$ cat config.mk
export PLATFORM = sky130hd
export DESIGN_NAME = simon_seq_ctrl
export DESIGN_NICKNAME = d
export VERILOG_FILES = /design/src/rtl/simon_seq_ctrl.sv
export SDC_FILE = /design/constraint.sdc
export NUM_CORES = 1
export LEC_CHECK = 0
export BUFFER_PORTS_ARGS = -buffer_cell sky130_fd_sc_hd__clkbuf_2
export CORE_AREA = 2 2 106 108
export CTS_CLUSTER_DIAMETER = 200
export DETAILED_ROUTE_END_ITERATION = 8
export DIE_AREA = 0 0 108 110
export PLACE_DENSITY = 0.64
export SLEW_MARGIN = 20
export SYNTH_ARGS = -nofsm -noshare
export SYNTH_HDL_FRONTEND = slang
export SYNTH_SLANG_ARGS = --single-unit
export TNS_END_PERCENT = 1
$ cat constraint.sdc
create_clock -name clock -period 3.82 [get_ports clock]
set_input_delay 0.382 -clock clock [delete_from_list [all_inputs] [get_ports clock]]
set_output_delay 0.382 -clock clock [all_outputs]
set_load 0.02 [all_outputs]
$ cat src/rtl/simon_seq_ctrl.sv
// simon_seq_ctrl
// Control FSM for the memory-sequence tile game. It draws the idle board and
// plays back a random sequence of tile flashes. It then checks the player's
// answers, echoing each correct press, and keeps the current and best scores.
// Colours and coordinates belong to the datapath. This block only says which
// tile to address, when to load it, and when to plot each pixel.
//
// Ports
//   clock, resetn            clock, asynchronous active-low reset
//   start                    leaves IDLE and draws the idle board
//   level_valid, level_len   starts a round of the requested length
//   seq                      random sequence, TILE_BITS per step
//   delay_done               pulse from the external delay counter
//   player_valid, player_tile  a tile press from the player
//   rand_req                 asks the random block for a new seq
//   tile_num, ld_tile, ld_flash  datapath tile select and load strobes
//   plot, pixel_idx          pixel write enable and pixel offset in the tile
//   delay_start              restarts the delay counter
//   score, best_score        current round score, best completed score
//   round_pass, round_fail   end-of-round pulses
//   busy                     high except in IDLE and LEVEL
module simon_seq_ctrl #(
  parameter int NUM_TILES   = 4,
  parameter int TILE_BITS   = 2,
  parameter int TILE_PIXELS = 64,
  parameter int PIX_W       = 7,
  parameter int MAX_LEN     = 16,
  parameter int LEN_W       = 5
) (
  input  logic                         clock,
  input  logic                         resetn,
  input  logic                         start,
  input  logic                         level_valid,
  input  logic [LEN_W-1:0]             level_len,
  input  logic [MAX_LEN*TILE_BITS-1:0] seq,
  input  logic                         delay_done,
  input  logic                         player_valid,
  input  logic [TILE_BITS-1:0]         player_tile,
  output logic                         rand_req,
  output logic [TILE_BITS-1:0]         tile_num,
  output logic                         ld_tile,
  output logic                         ld_flash,
  output logic                         plot,
  output logic [PIX_W-1:0]             pixel_idx,
  output logic                         delay_start,
  output logic [LEN_W-1:0]             score,
  output logic [LEN_W-1:0]             best_score,
  output logic                         round_pass,
  output logic                         round_fail,
  output logic                         busy
);

  typedef enum logic [4:0] {
    IDLE       = 5'd0,  BOOT_LOAD  = 5'd1,  BOOT_DRAW  = 5'd2,  LEVEL      = 5'd3,
    GEN        = 5'd4,  SHOW_LOAD  = 5'd5,  SHOW_FLASH = 5'd6,  SHOW_DRAW  = 5'd7,
    SHOW_HOLD  = 5'd8,  SHOW_RLOAD = 5'd9,  SHOW_RDRAW = 5'd10, SHOW_GAP   = 5'd11,
    WAIT       = 5'd12, ECHO_LOAD  = 5'd13, ECHO_FLASH = 5'd14, ECHO_DRAW  = 5'd15,
    ECHO_HOLD  = 5'd16, ECHO_RLOAD = 5'd17, ECHO_RDRAW = 5'd18, ECHO_GAP   = 5'd19
  } state_t;

  state_t               state_r, state_nxt;
  logic [TILE_BITS-1:0] tile_r, tile_nxt;
  logic [PIX_W-1:0]     pixel_r, pixel_nxt;
  logic [LEN_W-1:0]     step_r, step_nxt;
  logic [LEN_W-1:0]     len_r, len_nxt;
  logic [LEN_W-1:0]     score_r, score_nxt;
  logic [LEN_W-1:0]     best_r, best_nxt;
  logic                 rand_req_r, rand_req_nxt;
  logic                 delay_start_r, delay_start_nxt;
  logic                 pass_r, pass_nxt;
  logic                 fail_r, fail_nxt;
  logic                 ld_tile_r, ld_flash_r, plot_r, busy_r;

  logic                 draw_last_s;
  logic                 delay_ok_s;
  logic [LEN_W-1:0]     step_inc_s;

  function automatic logic is_load(input state_t s);
    case (s)
      BOOT_LOAD, SHOW_LOAD, SHOW_RLOAD, ECHO_LOAD, ECHO_RLOAD: is_load = 1'b1;
      default:                                                is_load = 1'b0;
    endcase
  endfunction

  function automatic logic is_flash(input state_t s);
    case (s)
      SHOW_FLASH, ECHO_FLASH: is_flash = 1'b1;
      default:                is_flash = 1'b0;
    endcase
  endfunction

  function automatic logic is_draw(input state_t s);
    case (s)
      BOOT_DRAW, SHOW_DRAW, SHOW_RDRAW, ECHO_DRAW, ECHO_RDRAW: is_draw = 1'b1;
      default:                                                is_draw = 1'b0;
    endcase
  endfunction

  function automatic logic [TILE_BITS-1:0] seq_at(input logic [MAX_LEN*TILE_BITS-1:0] s,
                                                  input logic [LEN_W-1:0] idx);
    seq_at = {TILE_BITS{1'b0}};
    for (int i = 0; i < MAX_LEN; i++) begin
      if (idx == LEN_W'(i)) seq_at = s[i*TILE_BITS +: TILE_BITS];
    end
  endfunction

  // A zero length still plays one step; anything past MAX_LEN is capped.
  function automatic logic [LEN_W-1:0] clamp_len(input logic [LEN_W-1:0] l);
    if (l == {LEN_W{1'b0}})         clamp_len = LEN_W'(1);
    else if (l > LEN_W'(MAX_LEN))  clamp_len = LEN_W'(MAX_LEN);
    else                           clamp_len = l;
  endfunction

  assign draw_last_s = (pixel_r == PIX_W'(TILE_PIXELS - 1));
  // delay_start is high in the first HOLD/GAP cycle; a delay_done seen then is stale.
  assign delay_ok_s  = delay_done & ~delay_start_r;
  assign step_inc_s  = step_r + LEN_W'(1);

  // Next-state, counter and one-cycle pulse decisions.
  always_comb begin
    state_nxt       = state_r;
    tile_nxt        = tile_r;
    step_nxt        = step_r;
    len_nxt         = len_r;
    score_nxt       = score_r;
    best_nxt        = best_r;
    rand_req_nxt    = 1'b0;
    delay_start_nxt = 1'b0;
    pass_nxt        = 1'b0;
    fail_nxt        = 1'b0;

    if (is_draw(state_r)) begin
      if (draw_last_s) pixel_nxt = {PIX_W{1'b0}};
      else             pixel_nxt = pixel_r + PIX_W'(1);
    end else begin
      pixel_nxt = {PIX_W{1'b0}};
    end

    case (state_r)
      IDLE: begin
        if (start) begin
          tile_nxt  = {TILE_BITS{1'b0}};
          state_nxt = BOOT_LOAD;
        end else begin
          state_nxt = IDLE;
        end
      end
      BOOT_LOAD: state_nxt = BOOT_DRAW;
      BOOT_DRAW: begin
        if (!draw_last_s) begin
          state_nxt = BOOT_DRAW;
        end else if (tile_r < TILE_BITS'(NUM_TILES - 1)) begin
          tile_nxt  = tile_r + TILE_BITS'(1);
          state_nxt = BOOT_LOAD;
        end else begin
          state_nxt = LEVEL;
        end
      end
      LEVEL: begin
        if (level_valid) begin
          len_nxt      = clamp_len(level_len);
          score_nxt    = {LEN_W{1'b0}};
          step_nxt     = {LEN_W{1'b0}};
          rand_req_nxt = 1'b1;
          state_nxt    = GEN;
        end else begin
          state_nxt = LEVEL;
        end
      end
      // GEN spans two cycles: rand_req in the first, and seq is only
      // trusted (and step 0 sampled) in the second.
      GEN: begin
        if (rand_req_r) begin
          state_nxt = GEN;
        end else begin
          tile_nxt  = seq_at(seq, step_r);
          state_nxt = SHOW_LOAD;
        end
      end
      SHOW_LOAD:  state_nxt = SHOW_FLASH;
      SHOW_FLASH: state_nxt = SHOW_DRAW;
      ECHO_LOAD:  state_nxt = ECHO_FLASH;
      ECHO_FLASH: state_nxt = ECHO_DRAW;
      SHOW_RLOAD: state_nxt = SHOW_RDRAW;
      ECHO_RLOAD: state_nxt = ECHO_RDRAW;
      SHOW_DRAW, SHOW_RDRAW, ECHO_DRAW, ECHO_RDRAW: begin
        if (draw_last_s) begin
          delay_start_nxt = 1'b1;
          case (state_r)
            SHOW_DRAW:  state_nxt = SHOW_HOLD;
            SHOW_RDRAW: state_nxt = SHOW_GAP;
            ECHO_DRAW:  state_nxt = ECHO_HOLD;
            default:    state_nxt = ECHO_GAP;
          endcase
        end else begin
          state_nxt = state_r;
        end
      end
      SHOW_HOLD: begin
        if (delay_ok_s) state_nxt = SHOW_RLOAD;
        else            state_nxt = SHOW_HOLD;
      end
      ECHO_HOLD: begin
        if (delay_ok_s) state_nxt = ECHO_RLOAD;
        else            state_nxt = ECHO_HOLD;
      end
      SHOW_GAP: begin
        if (!delay_ok_s) begin
          state_nxt = SHOW_GAP;
        end else if (step_inc_s == len_r) begin
          step_nxt  = {LEN_W{1'b0}};
          state_nxt = WAIT;
        end else begin
          step_nxt  = step_inc_s;
          tile_nxt  = seq_at(seq, step_inc_s);
          state_nxt = SHOW_LOAD;
        end
      end
      WAIT: begin
        if (!player_valid) begin
          state_nxt = WAIT;
        end else if (player_tile == seq_at(seq, step_r)) begin
          score_nxt = score_r + LEN_W'(1);
          tile_nxt  = player_tile;
          state_nxt = ECHO_LOAD;
        end else begin
          fail_nxt  = 1'b1;
          state_nxt = LEVEL;
        end
      end
      ECHO_GAP: begin
        if (!delay_ok_s) begin
          state_nxt = ECHO_GAP;
        end else if (step_inc_s == len_r) begin
          step_nxt  = step_inc_s;
          pass_nxt  = 1'b1;
          if (score_r > best_r) best_nxt = score_r;
          else                  best_nxt = best_r;
          state_nxt = LEVEL;
        end else begin
          step_nxt  = step_inc_s;
          state_nxt = WAIT;
        end
      end
      default: state_nxt = IDLE;
    endcase
  end

  // State, counters and registered outputs; strobes are decoded from the next state.
  always_ff @(posedge clock or negedge resetn) begin
    if (!resetn) begin
      state_r       <= IDLE;
      tile_r        <= {TILE_BITS{1'b0}};
      pixel_r       <= {PIX_W{1'b0}};
      step_r        <= {LEN_W{1'b0}};
      len_r         <= {LEN_W{1'b0}};
      score_r       <= {LEN_W{1'b0}};
      best_r        <= {LEN_W{1'b0}};
      rand_req_r    <= 1'b0;
      delay_start_r <= 1'b0;
      pass_r        <= 1'b0;
      fail_r        <= 1'b0;
      ld_tile_r     <= 1'b0;
      ld_flash_r    <= 1'b0;
      plot_r        <= 1'b0;
      busy_r        <= 1'b0;
    end else begin
      state_r       <= state_nxt;
      tile_r        <= tile_nxt;
      pixel_r       <= pixel_nxt;
      step_r        <= step_nxt;
      len_r         <= len_nxt;
      score_r       <= score_nxt;
      best_r        <= best_nxt;
      rand_req_r    <= rand_req_nxt;
      delay_start_r <= delay_start_nxt;
      pass_r        <= pass_nxt;
      fail_r        <= fail_nxt;
      ld_tile_r     <= is_load(state_nxt);
      ld_flash_r    <= is_flash(state_nxt);
      plot_r        <= is_draw(state_nxt);
      busy_r        <= (state_nxt != IDLE) && (state_nxt != LEVEL);
    end
  end

  assign rand_req    = rand_req_r;
  assign tile_num    = tile_r;
  assign ld_tile     = ld_tile_r;
  assign ld_flash    = ld_flash_r;
  assign plot        = plot_r;
  assign pixel_idx   = pixel_r;
  assign delay_start = delay_start_r;
  assign score       = score_r;
  assign best_score  = best_r;
  assign round_pass  = pass_r;
  assign round_fail  = fail_r;
  assign busy        = busy_r;

endmodule
==> results of run 1 <==
[kinds of logic after synthesis]
kind of cell | share of synthesized area [%]
buffers and inverters | 7.27
DFF | 26.4
adders and majority gates | 4.09
xor gates and xnor gates | 3.21
AOI/OAI and AO/OA | 29.2
muxes | 2.87
and+or+nand+nor | 27.0
[power groups by stage]
stage | clock network, mW | logic [mW] | registers, mW
final | 0.277 | 0.777 | 0.629
after global routing | 0.309 | 0.868 | 0.642
after CTS | 0.292 | 0.775 | 0.628
after detailed placement | 0 | 0.769 | 0.636
after global placement | 0 | 0.754 | 0.636
after floorplan | 0 | 0.575 | 0.616
[layer usage]
| layer | vias up | global-route usage, % | part of all wire [%] | wire [um] |
|---|---|---|---|---|
| met1 | 1907 | 26.4 | 47 | 5250 |
| met5 | - | 0 | 0 | 0 |
| met4 | 0 | 6.68 | 1.8 | 197 |
| li1 | 1951 | - | - | - |
| met3 | 14 | 2.12 | 6.4 | 717 |
| met2 | 158 | 29.8 | 45 | 4990 |
[state kept, by name, summed over array words and instances, names as in the netlist, 2 cells and up]
name and flops:
len_r 5, pixel_idx 7, score 5, step_r 5, best_score 5, tile_num 2, state_r 5
[Yosys cell counts (7+ instances only)]
| library cell | instances |
|---|---|
| nand2_1 | 50 |
| mux2i_1 | 8 |
| nor2b_1 | 11 |
| nor3_1 | 13 |
| nand2b_1 | 22 |
| o21ai_0 | 33 |
| inv_1 | 29 |
| a211oi_1 | 14 |
| ha_1 | 13 |
| nand3_1 | 9 |
| clkbuf_1 | 13 |
| a21oi_1 | 25 |
| nor2_1 | 42 |
| nand3b_1 | 8 |
| dfrtp_1 | 42 |
| buf_2 | 9 |
| xnor2_1 | 7 |
[through the flow]
stage	total power, mW	cells	hold slack [ns]	util, %	setup slack [ns]
3_3_place_gp	1.39	693	0.462	41.6	0.337
5_1_grt	1.82	700	0.113	42.4	0.0151
2_1_floorplan	1.19	496	0.0864	-	0.176
3_5_place_dp	1.41	693	0.477	41.6	0.243
6_report	1.68	700	0.0808	42.4	0.211
4_1_cts	1.69	700	0.307	42.3	0.197
[area by class of cell]
cell class / instances / share of cell area, %
inverters: 30 / 2.48
flip-flops and latches: 42 / 23.2
multi-input cells: 394 / 58.2
well taps: 140 / 3.86
clock buffers: 6 / 1.60
repair buffers: 87 / 10.5
clock inverters: 1 / 0.166
[what timing repair did]
item                                   in CTS  in global routing
setup buffers                               0                  0
endpoints found under the hold margin       0                  0
setup endpoints to repair                   0                  5
resized for setup                           0                  2
[worst max-delay path by stage]
stage	end	slack [ns]	cells past startpoint
6_report	tile_num[0]	0.21	10
4_1_cts	tile_num[0]	0.20	10
3_5_place_dp	tile_num[0]	0.24	10
3_3_place_gp	tile_num[1]	0.34	10
2_1_floorplan	busy	0.18	15
5_1_grt	tile_num[0]	0.02	10
==> impl_results.md, run 1 <==
* Share of layout cells above drive strength 1 at 21.4%
* Clock Skews at 0.00750 ns
* Max stage delay on crit path at 0.51 ns
* Synth Flop Type: dfrtp_1
* Pre-Repair DR Iteration Count at 7
* Peak VDD IR at 322 uV
* Initial antenna violation count at 0
* Core area at 10700 um^2
* Diodes inserted at 0
* Commonest non-fill, non-tap cells in the layout: 70 x clkbuf_2, 50 x nand2_1, 42 x nor2_1, 42 x dfrtp_1, 33 x o21ai_0
* DRT Wirelength at 11200 um
* Pwr Density at 371 nW/um^2
* Sw frac at 41.9%
* Sequential share of power at 37.4%
* Unrepaired setup endpoints after global routing: no
* Post-place instance area at 4450 um^2
* Critical path endpoint category: flip-flop
* Post-DRT Antenna Nets at 0
* Number of global-route vias before repair at 3698
* CTS tree: yes
* Sum of negative setup slack at 0 ns
* Final period util at 94.5%
* Mapped Area at 3970 um^2
* Worst Path Max Fanout at 11
* Startpoint Class: flip-flop
* Drt first-iter violations at 439
* Area delta synth->final at 14.1%
* DRC Markers at 0
* Outcome: finished, final reports clean
* Clock share of power at 16.5%
* Detailed placement HPWL at 8610 um
* Hold-fix buffers, CTS at 0
* CP max stage cell: a211oi_1
* Worst Setup SP: step_r[1]
* Via density at 5.76
* Commonest non-fill, non-tap cell in the layout: clkbuf_2
* Register Area at 1050 um^2
* WL/cell at 15.9 um
* Ports at 72
* Initial Util at 37.1%
* Ys async rst share at 100%
* Die Wd at 108 um
* Multi-input combinational cell area at 2640 um^2
* CTS sink count at 42
* Synth Register Bits at 42
* Slew at the pin closest to its max-slew limit at 0.662 ns
* Worst EP required at 4.00 ns
* Endpoints failing setup at 0
* Int Pwr at 0.977 mW
* Yosys top cell area share at 26.4%
* Reg2reg end: tile_num[0]
* Synth cell types at 86
* Worst-skew pair later-pin latency at 0.29 ns
* Worst Reg2Reg Path Length in Cells at 10
* Finished Cell Area at 4540 um^2
* Critical path class: reg -> reg
* Synth top area cells: dfrtp_1 26%, nand2_1 4.7%, o21ai_0 4.2%
* Rows at 38
* Yosys warns at 0
* EDFF count, synth at 0
* Die Span Y at 110 um
* Maximum clock path buffer count at 2
* Most used cell, CP: a2111oi_4
* Worst r2r src: step_r[1]
* Seq/Total Area, Yosys at 26.4%
* Fin nets at 618
* Critical path buffer and inverter count at 1
* Avg Inst Size Synth at 8.01 um^2
* Die footprint at 11900 um^2
* Fillers at 1129
* Clock transition at path regs at 0.08 ns
* Comb pwr share at 46.2%
* IO buf count at 71
* Slew headroom at 55.5%
* Crit-path cells: inv_1 > ha_1 > and3b_1 > a32o_1 > a211oi_1 > nor4_1 > a2111oi_4 > nand2_2 > a2111oi_4 > mux2_2
* Internal reg-to-reg setup slack at 0.21 ns
* Leak pwr at 1.96 nW
* Total GRT Usage at 18.8%
* Largest net degree at the start of global routing at 43
* Max Freq at 277 MHz
* Count of final max-slew check failures at 0
* Tmin final at 3.61 ns
* Critical Path AT at 3.79 ns
* Final Hold Vio Count at 0
* Gate Count Post-Synth at 496
* Final Wtd Congestion at 0.947
* HP Class: in -> async
* Grt ovf at 0
* Max cap viols at 0
* Via count at 4030
* First-pass GRT wire length at 18100 um
* Top delay family on crit path: compound AO/OA/AOI/OAI gates
* H-Tree Depth at 2
* Psw at 0.706 mW
* Total CTS buffers at 5
* Synth Net Count at 554
* Area leader, netlist: dfrtp_1
* Root Buffer Master: clkbuf_8
No activity file was read; power rests on OpenSTA's default activity.
==> run 2: changes to the inputs <==
- ABC_AREA: default -> 1
- CORE_AREA: 2 2 106 108 -> 2 2 100 102
- DIE_AREA: 0 0 108 110 -> 0 0 102 104
- PLACE_DENSITY: 0.64 -> 0.65
==> run 2 against run 1 <==
  * Clock power grew 3%
  * Cell count grew 13%
  * Die area shrank 11%
==> impl_results.md, run 2 <==
* Ys async rst share at 100% (unchanged)
* DRC Markers at 0 (unchanged)
* Initial Util at 37.2% (+0.039 points)
* Root Buffer Master: clkbuf_8
* Hold-fix buffers, CTS at 0 (unchanged)
* Share of layout cells above drive strength 1 at 15.1% (-6.3 points)
* Final period util at 82.8% (-12 points)
* First-pass GRT wire length at 16300 um (-9.5%)
* Grt ovf at 0 (unchanged)
* Avg Inst Size Synth at 6.12 um^2 (-24%)
* EDFF count, synth at 0 (unchanged)
* Die footprint at 10600 um^2 (-11%)
* Synth Register Bits at 42 (unchanged)
* H-Tree Depth at 2 (unchanged)
* Tmin final at 3.16 ns (-0.448 ns)
* Most common cell in the netlist: nand2_1
* Worst Path Max Fanout at 7 (-4)
* Core area at 9550 um^2 (-11%)
* Critical Path AT at 3.35 ns (-0.44 ns)
* Diodes inserted at 0 (unchanged)
* CTS sink count at 42 (unchanged)
* Maximum clock path buffer count at 2 (unchanged)
* Rows at 36 (-5.3%)
* Max cap viols at 0 (unchanged)
* Gate Count Post-Synth at 580 (+17%)
* Area leader, netlist: dfrtp_1
* Total GRT Usage at 18.7% (-0.093 points)
* IO buf count at 71 (unchanged)
* Outcome: finished, final reports clean
* Initial antenna violation count at 0 (unchanged)
* Peak VDD IR at 334 uV (+3.8%)
* Unrepaired setup endpoints after global routing: no
* Seq/Total Area, Yosys at 29.6% (+3.1 points)
* Detailed placement HPWL at 7930 um (-7.9%)
* Die Span Y at 104 um (-5.5%)
* Die Wd at 102 um (-5.6%)
* CTS tree: yes
* Startpoint Class: flip-flop
* Final Hold Vio Count at 0 (unchanged)
* Max Freq at 316 MHz (+14%)
* Total CTS buffers at 5 (unchanged)
* DRT Wirelength at 9580 um (-14%)
* Clock Skews at 0.00644 ns (-0.00106 ns)
* Worst EP required at 4.00 ns (about the same)
* Finished Layout Cells at 788 (+13%)
* Area delta synth->final at 16.8%
* HP Class: in -> async
* Clock transition at path regs at 0.08 ns (about the same)
* Placed cells at 782 (+13%)
* Fillers at 1055 (-6.6%)
* Critical path class: reg -> reg
* Worst-skew pair later-pin latency at 0.29 ns (about the same)
* Number of global-route vias before repair at 3728 (+0.81%)
* Synth cell types at 42 (-51%)
* Via count at 3795 (-5.8%)
* WL/cell at 12.2 um (-24%)
* Total power at 1.79 mW (+6.6%)
* Pre-Repair DR Iteration Count at 5 (-2)
* Post-DRT Antenna Nets at 0 (unchanged)
* Critical path endpoint category: flip-flop
* Commonest non-fill, non-tap cells in the layout: 151 x nand2_1, 140 x inv_1, 70 x clkbuf_2
* Largest register FFs at 7 (unchanged)
* Slew at the pin closest to its max-slew limit at 0.941 ns (+0.278 ns)
* Final Wtd Congestion at 0.928 (-1.9%)
* Most frequent cells after synthesis: 151 x nand2_1, 140 x inv_1, 60 x nor2_1, 49 x nand3_1
* Setup Fix Bufs, Post-CTS at 0 (unchanged)
* Synth top area cells: dfrtp_1 30%, nand2_1 16%, inv_1 15%
* Commonest non-fill, non-tap cell in the layout: nand2_1
* Leak pwr at 2.34 nW (+19%)
* Drt first-iter violations at 128 (-71%)
* Count of final max-slew check failures at 0 (unchanged)
* Mapped Area at 3550 um^2 (-11%)
* Fin nets at 714 (+16%)
* Synth Net Count at 638 (+15%)
* Ports at 72 (unchanged)
* Pwr Density at 433 nW/um^2 (+17%)
* Sum of negative setup slack at 0 ns (unchanged)
* Endpoints failing setup at 0 (unchanged)
* Via density at 4.82 (-16%)
* Slew headroom at 37.3% (-18 points)
* # resized after CTS at 0 (unchanged)
* Yosys top cell area share at 29.6% (+3.1 points)
* Largest net degree at the start of global routing at 43 (unchanged)
* Yosys warns at 0 (unchanged)
* Synth Flop Type: dfrtp_1
==> run 2: final timing paths <==
check	startpoint	end	slack (ns)	cells after the start
max in group asynchronous	resetn	pixel_idx[2]	3.01	1
min in group clock	level_len[3]	len_r[3]	0.35	3
hold / removal	resetn	score[2]	0.22	1
hold reg to reg	len_r[3]	len_r[3]	0.51	2
setup / recovery	step_r[0]	busy	0.66	15
setup reg to reg	step_r[0]	busy	0.66	15
==> run 2: cells by family after synthesis <==
family / share of synthesized area (%)
simple gates: 34.9
buf+inv: 15.8
compound gates: 12.7
flops: 29.6
fa+ha+maj: 4.58
xor+xnor: 2.18
mux: 0.317
==> run 2: cell type report <==
cell class	instances	area, um^2	share of cell area, %
clock buffer	6	82.6	1.99
multi-input combinational	389	1940	46.8
sequential	42	1050	25.3
timing repair buffer	71	355	8.57
tap	133	166	4.01
inverter	147	552	13.3
==> run 2: through the flow <==
step | instance area (um^2) | util [%] | setup slack, ns | hold slack [ns]
after floorplan | 3550 | - | 1.20 | 0.0864
after global placement | 4060 | 42.6 | 0.695 | 0.501
after detailed placement | 4060 | 42.6 | 0.675 | 0.501
after CTS | 4150 | 43.4 | 0.655 | 0.304
after global routing | 4150 | 43.4 | 0.345 | 0.317
final | 4150 | 43.4 | 0.659 | 0.224
==> run 2: power breakdown <==
part	total [mW]	switching, mW	internal [mW]
combinational	0.881	0.569	0.312
sequential	0.628	0.0883	0.540
clock	0.285	0.146	0.140
total	1.79	0.803	0.991
==> run 2: critical path, cell delays in order, from the launching register on <==
cell and delay, ns:
dfrtp_1 0.46, ha_1 0.25, inv_1 0.09, nor2_1 0.05
ha_1 0.38, xnor2_1 0.17, nor4_1 0.27, nand2_1 0.14
inv_1 0.10, nor2_1 0.06, nor4_1 0.56, inv_1 0.16
nand3_1 0.16, nand2_1 0.06, nor2_1 0.08, nand2_1 0.06
==> run 2: routing by layer <==
metal	track usage, %	vias to the layer above	share of wire [%]	wire (um)
li1	-	1949	-	-
met1	24.0	1721	46	4380
met2	32.1	110	47	4510
met3	2.62	15	5.2	501
met4	5.62	0	2.0	193
met5	0	-	0	0
